--- src/rtl/imem_loader_pkg.sv ---
// imem_loader_pkg: shared sizes and loader state encodings for the instruction-memory loader
package imem_loader_pkg;
  localparam int IMEM_ADDR_W = 6;
  localparam int IMEM_DEPTH  = 64;
  typedef enum logic [2:0] {
    LD_IDLE,
    LD_COUNT,
    LD_DATA,
    LD_CHECK,
    LD_DONE,
    LD_ERR
  } ld_state_e;
endpackage

--- src/rtl/imem_loader_word_assembler.sv ---
// imem_loader_word_assembler: shifts stream bytes into little-endian 32-bit words
module imem_loader_word_assembler (
  input  logic        clk,
  input  logic        rst,
  input  logic        clr,
  input  logic        en,
  input  logic [7:0]  din,
  output logic [31:0] word,
  output logic        word_ready
);
  logic [1:0]  idx_q, idx_d;
  logic [23:0] buf_q, buf_d;
  // Lanes 0..2 are buffered; lane 3 is the live byte, so the word is complete in the accepting cycle.
  always_comb begin
    idx_d = clr ? 2'd0 : en ? idx_q + 2'd1 : idx_q;
    buf_d = buf_q;
    if (en && idx_q != 2'd3) buf_d[8*idx_q +: 8] = din;
  end
  // Byte index and lane buffer; reset drops any partial word.
  always_ff @(posedge clk) begin
    if (rst) begin
      idx_q <= '0;
      buf_q <= '0;
    end else begin
      idx_q <= idx_d;
      buf_q <= buf_d;
    end
  end
  assign word       = {din, buf_q};
  assign word_ready = en && idx_q == 2'd3;
endmodule

--- src/rtl/imem_loader.sv ---
// imem_loader: framed byte-stream programmer for the instruction memory (optional IMEM_LOADER_CHECKSUM_EN adds a trailing XOR byte)
module imem_loader
  import imem_loader_pkg::*;
#(
  parameter int ADDR_W = IMEM_ADDR_W,
  parameter int DEPTH  = IMEM_DEPTH
) (
  input  logic              clk,
  input  logic              rst,
  input  logic              start,
  input  logic              in_valid,
  input  logic [7:0]        in_data,
  output logic              in_ready,
  output logic              mem_we,
  output logic [ADDR_W-1:0] mem_addr,
  output logic [31:0]       mem_wdata,
  output logic              cpu_hold,
  output logic              done,
  output logic              error
);
  ld_state_e         state_q, state_d;
  logic [ADDR_W:0]   cnt_q, cnt_d, widx_q, widx_d;
  logic              mem_we_q, mem_we_d, hold_q, hold_d, done_q, done_d, err_q, err_d;
  logic [ADDR_W-1:0] mem_addr_q, mem_addr_d;
  logic [31:0]       mem_wdata_q, mem_wdata_d, word;
  logic              xfer, bad_cnt, last_word, word_ready;
`ifdef IMEM_LOADER_CHECKSUM_EN
  logic [7:0]        chk_q, chk_d;
`endif

  assign in_ready  = state_q inside {LD_COUNT, LD_DATA, LD_CHECK};
  assign xfer      = in_valid && in_ready;
  assign bad_cnt   = in_data == 8'd0 || 32'(in_data) > DEPTH;
  assign last_word = widx_q == cnt_q - 1'b1;

  imem_loader_word_assembler u_asm (
    .clk        (clk),
    .rst        (rst),
    .clr        (state_q == LD_COUNT && xfer),
    .en         (state_q == LD_DATA && xfer),
    .din        (in_data),
    .word       (word),
    .word_ready (word_ready)
  );

  // Next-state and registered-output logic for the load sequence.
  always_comb begin
    state_d     = state_q;
    cnt_d       = cnt_q;
    widx_d      = widx_q;
    mem_we_d    = 1'b0;
    mem_addr_d  = mem_addr_q;
    mem_wdata_d = mem_wdata_q;
    hold_d      = hold_q;
    done_d      = done_q;
    err_d       = err_q;
`ifdef IMEM_LOADER_CHECKSUM_EN
    chk_d       = chk_q;
`endif
    case (state_q)
      LD_IDLE, LD_DONE, LD_ERR: begin
        if (start) begin
          state_d = LD_COUNT;
          hold_d  = 1'b1;
          done_d  = 1'b0;
          err_d   = 1'b0;
        end
      end
      LD_COUNT: begin
        if (xfer && bad_cnt) begin
          state_d = LD_ERR;
          err_d   = 1'b1;
          hold_d  = 1'b0;
        end else if (xfer) begin
          state_d = LD_DATA;
          cnt_d   = (ADDR_W+1)'(in_data);
          widx_d  = '0;
`ifdef IMEM_LOADER_CHECKSUM_EN
          chk_d   = '0;
`endif
        end
      end
      LD_DATA: begin
        if (xfer) begin
`ifdef IMEM_LOADER_CHECKSUM_EN
          chk_d = chk_q ^ in_data;
`endif
          if (word_ready) begin
            mem_we_d    = 1'b1;
            mem_addr_d  = widx_q[ADDR_W-1:0];
            mem_wdata_d = word;
            widx_d      = widx_q + 1'b1;
            if (last_word) begin
`ifdef IMEM_LOADER_CHECKSUM_EN
              state_d = LD_CHECK;
`else
              state_d = LD_DONE;
              done_d  = 1'b1;
              hold_d  = 1'b0;
`endif
            end
          end
        end
      end
`ifdef IMEM_LOADER_CHECKSUM_EN
      LD_CHECK: begin
        if (xfer) begin
          state_d = in_data == chk_q ? LD_DONE : LD_ERR;
          done_d  = in_data == chk_q;
          err_d   = in_data != chk_q;
          hold_d  = 1'b0;
        end
      end
`endif
      default: state_d = LD_IDLE;
    endcase
  end

  // All loader state and outputs update together; reset abandons any load in flight.
  always_ff @(posedge clk) begin
    if (rst) begin
      state_q     <= LD_IDLE;
      cnt_q       <= '0;
      widx_q      <= '0;
      mem_we_q    <= 1'b0;
      mem_addr_q  <= '0;
      mem_wdata_q <= '0;
      hold_q      <= 1'b0;
      done_q      <= 1'b0;
      err_q       <= 1'b0;
`ifdef IMEM_LOADER_CHECKSUM_EN
      chk_q       <= '0;
`endif
    end else begin
      state_q     <= state_d;
      cnt_q       <= cnt_d;
      widx_q      <= widx_d;
      mem_we_q    <= mem_we_d;
      mem_addr_q  <= mem_addr_d;
      mem_wdata_q <= mem_wdata_d;
      hold_q      <= hold_d;
      done_q      <= done_d;
      err_q       <= err_d;
`ifdef IMEM_LOADER_CHECKSUM_EN
      chk_q       <= chk_d;
`endif
    end
  end

  assign mem_we    = mem_we_q;
  assign mem_addr  = mem_addr_q;
  assign mem_wdata = mem_wdata_q;
  assign cpu_hold  = hold_q;
  assign done      = done_q;
  assign error     = err_q;
endmodule
--- config.mk ---
export PLATFORM = sky130hd
export DESIGN_NAME = imem_loader
export DESIGN_NICKNAME = d
export VERILOG_FILES = /design/src/rtl/imem_loader_pkg.sv /design/src/rtl/imem_loader_word_assembler.sv /design/src/rtl/imem_loader.sv
export SDC_FILE = /design/constraint.sdc
export NUM_CORES = 1
export LEC_CHECK = 0
export CAP_MARGIN = 20
export CORE_MARGIN = 2
export CORE_UTILIZATION = 35
export CTS_CLUSTER_DIAMETER = 30
export DETAILED_ROUTE_END_ITERATION = 10
export SLEW_MARGIN = 30
export SYNTH_ARGS = -nofsm -noshare
export SYNTH_HDL_FRONTEND = slang
export SYNTH_HIERARCHICAL = 1
export SYNTH_SLANG_ARGS = --single-unit
--- constraint.sdc ---
create_clock -name clk -period 2.7 [get_ports clk]
set_input_delay 0.405 -clock clk [delete_from_list [all_inputs] [get_ports clk]]
set_output_delay 0.405 -clock clk [all_outputs]
set_load 0.005 [all_outputs]
# Yosys cells after proc, flatten, opt, wreduce, memory -nomap -nowiden

Index checks and enable logic that the tools add are counted.

$add $sub $neg: 4
Reduce and logical (&&, ||, !) cells: 24
Magnitude comparators: 1
Equality and inequality tests: 16
Multiplexer cells: 27
Shifts and indexed selects: 2
Bitwise gates (word level): 3

Operator list:

| cell                                                                     | number |
|---|---|
| 5-bit negator with 34-bit output                                         | 1 |
| 8-bit by 34-bit variable shift with 24-bit output (first input constant) | 1 |
| 8-bit by 34-bit variable part select with 24-bit output                  | 1 |
| 7-bit 2-to-1 mux                                                         | 4 |
| 24-bit bitwise mux                                                       | 1 |
| 3-bit 2-to-1 mux                                                         | 6 |
| 5-bit AND reduction                                                      | 3 |
| 7-bit case mux with 2 select lines                                       | 1 |
| 2-bit != test (second input constant)                                    | 6 |
| 1-bit 2-to-1 mux                                                         | 11 |
| 3-bit case mux with 3 select lines                                       | 1 |
| 3-bit AND reduction                                                      | 3 |
| 8-bit by 7-bit > comparator with 1-bit output (second input constant)    | 1 |
| 8-bit logical NOT                                                        | 1 |
| 7-bit by 1-bit adder with 7-bit output (second input constant)           | 1 |
| 7-bit == test                                                            | 1 |
| 7-bit by 1-bit subtractor with 7-bit output (second input constant)      | 1 |
| 3-bit by 2-bit == test with 1-bit output (second input constant)         | 2 |
| 3-bit == test (second input constant)                                    | 2 |
| 1-bit logical AND                                                        | 6 |
| 6-bit AND reduction                                                      | 1 |
| 2-bit nonzero test                                                       | 3 |
| 3-bit nonzero test                                                       | 2 |
| 3-bit OR reduction                                                       | 2 |
| 11 further kinds                                                         | 15 |

Output and inout bits: 43
Input port bits: 12
Word-level logic and storage cells: 88
Bits in registers: 85

# Logic depth before layout (Yosys ltp)

Gate-level depths: netlist of run 1.

Depth after elaboration: 8
Depth in mapped cells: 12

# Hierarchy

Netlist of run 1, hierarchy kept.

By module, submodules not included:

| module                     | sequential area each (um^2) | area an instance (um^2) | times used | cells each |
|---|---|---|---|---|
| imem_loader                | 1181.1                      | 2543.7                  | 1          | 316 |
| imem_loader_word_assembler | 520.5                       | 1072.3                  | 1          | 102 |

# Worst setup path before layout of run 1

Ideal clock, no wire load.

Path type: flip-flop to flip-flop
From: register cnt_q[0]
To: register state_q[0]
Clock period less this slack: 2.346 ns
Cell stages (with the launch flop): 9
Required time: 2.577 ns
Setup slack: 0.354 ns
Arrival: 2.222 ns
Cells stage by stage: dfxtp_1 inv_1 ha_1 and2b_1 or2_2 a221o_1 a2111o_1 nand4_2 mux2_1

Longest elaborated chain between the ends: 4

RTL lines:

| what                                        | RTL line           | source |
|---|---|---|
| from (decl)                                 | imem_loader.sv:22  | `logic [ADDR_W:0] cnt_q, cnt_d, widx_q, widx_d;` |
| from (signal assigned)                      | imem_loader.sv:136 | `cnt_q <= cnt_d;` |
| 7-bit by 1-bit subtractor with 7-bit output | imem_loader.sv:34  | `assign last_word = widx_q == cnt_q - 1'b1;` |
| 7-bit == test                               | imem_loader.sv:34  |  |
| 2-bit != test (no source line)              | --                 |  |
| 5-bit AND reduction (no source line)        | --                 |  |
| to (signal assigned)                        | imem_loader.sv:135 | `state_q <= state_d;` |
| to (decl)                                   | imem_loader.sv:21  | `ld_state_e state_q, state_d;` |

No other way between the ends.
A chain may end at the register's enable or synchronous reset.

# Worst setup path in the final report of run 1

Ends and elaborated chain as after synthesis.

==> results of run 1 <==
[per-layer routing]
layer	track usage [%]	part of all wire [%]	routed length, µm	vias to the layer above
met1	22.8	49	4170	1445
met5	0	0	0	-
met4	6.48	1.7	142	0
met3	3.40	4.3	367	12
met2	24.5	45	3870	75
li1	-	-	-	1533
[state kept, by name, summed over array words and instances (netlist names)]
signal and flops:
mem_addr 6, mem_wdata 32, error 1, mem_we 1
widx_q 7, done 1, cnt_q 7, u_asm/buf_q 24
u_asm/idx_q 2, state_q 3, cpu_hold 1
[worst reg2reg max path, delay by kind of cell, from the launching register on]
kind,cells,cell delay [ns]
compound gates,2,0.70
simple gates,3,0.65
flops,1,0.43
mux,1,0.33
fa+ha+maj,1,0.25
buf+inv,1,0.07
[cells by family (layout without fill, tap and decap cells)]
logic type	Yosys count	after routing	share of synthesized area, %
AOI/OAI and AO/OA	95	95	17.3
DFF	85	85	47.1
xor gates and xnor gates	13	13	3.15
adders and majority gates	7	7	2.42
buffers and inverters	42	98	5.33
and+or+nand+nor	165	165	21.6
muxes	11	11	3.08
[final timing paths]
check | start | endpoint | slack, ns | cells past startpoint
min | u_asm/buf_q[10] | mem_wdata[10] | 0.45 | 2
max reg2reg | cnt_q[0] | state_q[0] | 0.15 | 8
max | cnt_q[0] | state_q[0] | 0.15 | 8
min reg2reg | u_asm/buf_q[10] | mem_wdata[10] | 0.45 | 2
[layout make-up]
cell class | instances | area [µm²] | area share [%]
Inverter | 10 | 37.5 | 0.828
Multi-Input combinational cell | 291 | 1720 | 38.0
Clock buffer | 11 | 141 | 3.12
Tap cell | 136 | 170 | 3.75
Clock inverter | 4 | 72.6 | 1.60
Sequential cell | 85 | 1700 | 37.5
Timing Repair Buffer | 73 | 691 | 15.2
[report_power, final]
| group | internal [W] | total [W] | leakage (nW) | switching (W) |
|---|---|---|---|---|
| Clock | 0.000540 | 0.000974 | 0.105 | 0.000434 |
| Combinational | 0.000181 | 0.000414 | 0.812 | 0.000233 |
| Sequential | 0.00129 | 0.00134 | 0.686 | 0.0000473 |
| Total | 0.00201 | 0.00273 | 1.60 | 0.000714 |
[synthesized netlist by cell type, drive strengths merged, types with 3 or more instances]
cell    number  area, µm²
nand2       92        345
dfxtp       85       1700
a21oi       52        260
nor2        29        109
clkbuf      19       71.3
a22o        15        140
buf         13       83.8
inv         10       37.5
mux2i       10        100
nand3        9       45.0
xor2         8       70.1
ha           7       87.6
nor3         5       36.3
o211ai       5       37.5
xnor2        5       43.8
and3         4       26.3
nor2b        3       18.8
nor4         3       33.8
or3b         3       28.8
[stage by stage]
step	util (%)	setup WS [ns]	hold WS, ns
2_1_floorplan	-	0.354	0.431
3_3_place_gp	42.4	0.140	0.444
3_5_place_dp	42.4	0.0665	0.446
4_1_cts	44.5	0.155	0.455
5_1_grt	44.5	0.0477	0.473
6_report	44.5	0.155	0.454
==> impl_metrics.yaml, run 1 <==
power_and_ir_drop:
  power_density_nw_per_um2: 601
  p_leak_nw: 1.60
  fin_total_pwr_w: 0.00273
  peakVddDrop_mv: 0.296
synth:
  synthFlopType: "dfxtp_1"
  synth_edf_count: 0
  syn_nets: 437
  synth_area_um2: 3620
  syn_avg_cell_area_um2: 8.65
  synthCells: 418
  ys_seq_elements: 85
  ys_types: 59
  yosysSeqAreaShare_pct: 47.1
  ys_warn_count: 6
  async_flop_share_pct: 0
sta:
  skew_ns: 0.00749
  setup_viol: 0
  finalMaxSlewViolations: 0
  fin_crit_ns: 2.55
  fin_crit_sh_pct: 94.3
  grt_setup_unrepaired: "no"
  hold_viol: 0
  final.setup.tns_ns: 0
  max_freq_ghz: 0.393
  tightest_slew_ns: 0.679
  relSlewSlack_pct: 54.8
clock_tree:
  cts_buffer_depth: 2
  cts_hold_buf: 0
  root_buffer: "clkbuf_8"
  htreeDepth: 3
  cts_tree: "built"
  cts_sinks: 85
  post_cts_buffers: 0
  cts_resized: 0
  cts-buffers-inserted: 9
  clkTransAtPathRegs_ns: 0.08
  clk_latency_ns: 0.35
worst_setup_path:
  arrival_ns: 2.79
  criticalPathCategory: "reg2reg"
  crit_required_ns: 2.94
  path_max_fanout: 6
  slowest_delay_ns: 0.43
  start_kind: "flip-flop"
  crit_family: "compound AO/OA/AOI/OAI gates"
  crit_path_end_kind: "flip-flop"
  crit_slowest_cell: "dfxtp_1"
  path_cells: "inv_1 > ha_1 > and2b_1 > or2_2 > a221o_1 > a2111o_1 > nand4_2 > mux2_1"
  worst-path-buf-inv: 1
global_route:
  grt_max_degree: 39
  grt.overflow.total: 0
  antenna_found_initial: 0
  grt_pass1_vias: 2993
  grt.total_usage_pct: 16.3
  grt_pass1_wl_um: 14700
floorplanning:
  dieHeight_um: 106
  ios: 55
  core_area_um2: 10200
  dieArea_um2: 11200
  initial_core_util_pct: 35.5
  rows: 37
  die_w_um: 106
final_layout:
  layout-drive-gt1-share_pct: 10.5
  final_cells: 610
  layout_commonest_cell: "nand2_1"
  mostFrequentLayoutCells: "92 x nand2_1, 85 x dfxtp_1, 53 x clkdlybuf4s50_1"
  design_area_um2: 4540
  n_fill_cell: 1029
  antenna_cells: 0
  area_delta_synth_final_pct: 25.4
  final_net_count: 489
placed_design:
  gp_congestion: 0.826
  numPortBuffers: 54
  dp_hpwl_um: 6010
  placedCellCount: 595
  postPlaceCellArea_um2: 4320
route:
  wire_per_inst_um: 14.0
  drtIter0Drc: 120
  drtAntennaViolNets: 0
  drtPass1Iterations: 4
  wl_um: 8550
  via_per_inst: 5.02
  dr_total_vias: 3065
  drc: 0
min_path:
  hold_path_class: "reg2reg"
job:
  drv_cap: 0
outcome:
  status: "complete, no violations"
(Power assumes the default switching activity.)
==> inputs of run 2 (changes only) <==
--- a/config.mk
+++ b/config.mk
@@ -6,8 +6,10 @@
 export NUM_CORES = 1
 export LEC_CHECK = 0
 export CAP_MARGIN = 20
+export CORE_ASPECT_RATIO = 0.5
 export CORE_MARGIN = 2
 export CORE_UTILIZATION = 35
+export CTS_BUF_LIST = sky130_fd_sc_hd__clkbuf_16
 export CTS_CLUSTER_DIAMETER = 30
 export DETAILED_ROUTE_END_ITERATION = 10
 export SLEW_MARGIN = 30
==> run 2 against run 1 <==
Via count about the same. Worst setup slack improved by 0.12 ns. Power increased by 5.6%. Design area increased by 2.3%. Sequential share of layout area decreased by 0.83 points. Clock skew decreased by 0.00079 ns. Clock power increased by 14%. Sequential cell count unchanged. Final cell count increased by 1.8%. Non-clock buffer count increased by 6. Clock-buffer cell count decreased by 2. Largest cell class unchanged. Largest power group unchanged.
==> impl_metrics.yaml, run 2 (synthesis gave the netlist of run 1 again) <==
sta:
  skew_ns: 0.00670
  fin_crit_ns: 2.43
  finalMaxSlewViolations: 0
  hold_viol: 0
  final.setup.tns_ns: 0
  grt_setup_unrepaired: "no"
  fin_crit_sh_pct: 90.0
  max_freq_ghz: 0.412
  tightest_slew_ns: 0.619
  fin_ws_ns: 0.271
  relSlewSlack_pct: 58.7
  setup_viol: 0
global_route:
  grt.overflow.total: 0
  antenna_found_initial: 0
  grt.total_usage_pct: 16.3
  grt_pass1_vias: 2777
  grt_max_degree: 32
  grt_pass1_wl_um: 14000
outcome:
  status: "complete, no violations"
route:
  wire_per_inst_um: 13.9
  routed-wl-met3_um: 455
  top_layer: "met4"
  wl_um: 8620
  drtIter0Drc: 204
  wl_met2_um: 3760
  dr_total_vias: 3063
  drtAntennaViolNets: 0
  drc: 0
  via_per_inst: 4.93
  drtPass1Iterations: 4
  wl_met1_um: 4310
worst_setup_path:
  crit_required_ns: 2.92
  crit_path_end_kind: "flip-flop"
  arrival_ns: 2.65
  path_max_fanout: 7
  criticalPathCategory: "reg2reg"
  start_kind: "flip-flop"
final_layout:
  antenna_cells: 0
  mostFrequentLayoutCells: "92 x nand2_1, 85 x dfxtp_1, 53 x clkdlybuf4s50_1"
  layout-drive-gt1-share_pct: 11.4
  largest_reg_flops: 32
  area_delta_synth_final_pct: 28.3
  n_fill_cell: 1006
  layout_commonest_cell: "nand2_1"
  final_net_count: 495
  post-route-util_pct: 45.8
power_and_ir_drop:
  power.share.clock_pct: 38.5
  swShare_pct: 27.0
  fin_total_pwr_w: 0.00288
  p_int_w: 0.00210
  p_switching_w: 0.000776
  pwr-share-comb_pct: 15.2
  seq_power_share_pct: 46.3
  power_density_nw_per_um2: 621
  peakVddDrop_mv: 0.311
  p_leak_nw: 1.66
floorplanning:
  ios: 55
  dieArea_um2: 11200
  initial_core_util_pct: 35.7
  core_area_um2: 10100
  die_w_um: 148
  rows: 26
  dieHeight_um: 75.9
job:
  drv_cap: 0
placed_design:
  numPortBuffers: 54
  pre_cts_slack_ns: 0.0639
  dp_hpwl_um: 6240
  gp_congestion: 0.945
clock_tree:
  root_buffer: "clkbuf_16"
  clk_latency_ns: 0.34
  htreeDepth: 3
  cts_sinks: 85
  cts_tree: "built"
  cts_hold_buf: 0
  cts_resized: 0
  cts_buffer_depth: 2
  clkTransAtPathRegs_ns: 0.06
  cts-buffers-inserted: 9
  post_cts_buffers: 0
min_path:
  hold_path_class: "reg2reg"
-- run 2: worst paths after layout --
kind / from / end / slack (ns) / depth (start not counted)
setup / recovery: u_asm/idx_q[0] / state_q[0] / 0.27 / 8
hold / removal: mem_wdata[18] / mem_wdata[18] / 0.45 / 2
setup reg to reg: u_asm/idx_q[0] / state_q[0] / 0.27 / 8
hold reg to reg: mem_wdata[18] / mem_wdata[18] / 0.45 / 2
-- run 2: metrics by stage --
step | hold slack (ns) | instance area (µm²) | std cells
2_1_floorplan | 0.431 | 3620 | 418
5_1_grt | 0.474 | 4640 | 621
3_5_place_dp | 0.446 | 4370 | 605
4_1_cts | 0.454 | 4640 | 621
3_3_place_gp | 0.442 | 4370 | 605
6_report | 0.453 | 4640 | 621
-- run 2: worst max-delay path, cell delays in order (launching register included) --
cell      delay [ns]
dfxtp_1         0.53
ha_1            0.35
and2_1          0.18
nand2_1         0.05
a31oi_1         0.27
o211ai_1        0.12
a2111o_1        0.35
nand4_2         0.13
mux2_1          0.32
-- run 2: power by group through the flow --
stage | combinational [W] | sequential [W] | clock (W)
after floorplan | 0.000284 | 0.00134 | 0
after global placement | 0.000438 | 0.00136 | 0
after detailed placement | 0.000436 | 0.00136 | 0
after CTS | 0.000438 | 0.00133 | 0.00115
after global routing | 0.000486 | 0.00134 | 0.00119
final | 0.000438 | 0.00133 | 0.00111
-- run 2: layout make-up --
| type | count | area (µm²) | share of cell area [%] |
|---|---|---|---|
| Inverter | 10 | 37.5 | 0.809 |
| Timing Repair Buffer | 79 | 736 | 15.9 |
| Tap cell | 140 | 175 | 3.78 |
| Clock buffer | 9 | 225 | 4.86 |
| Clock inverter | 7 | 41.3 | 0.890 |
| Multi-Input combinational cell | 291 | 1720 | 37.1 |
| Sequential cell | 85 | 1700 | 36.7 |
-- run 2: per-layer routing --
metal  up-vias  track usage (%)
met5         -                0
met4         0             4.59
met3         8             5.87
met2        57             25.9
met1      1448             21.2
li1       1550                -
==> inputs of run 3 (changes only) <==
--- a/config.mk
+++ b/config.mk
@@ -11,6 +11,7 @@
 export CORE_UTILIZATION = 35
 export CTS_BUF_LIST = sky130_fd_sc_hd__clkbuf_16
 export CTS_CLUSTER_DIAMETER = 30
+export CTS_CLUSTER_SIZE = 30
 export DETAILED_ROUTE_END_ITERATION = 10
 export SLEW_MARGIN = 30
 export SYNTH_ARGS = -nofsm -noshare
==> results of run 3 <==
No change in the layout: final DEF, timing and power equal those of run 2.
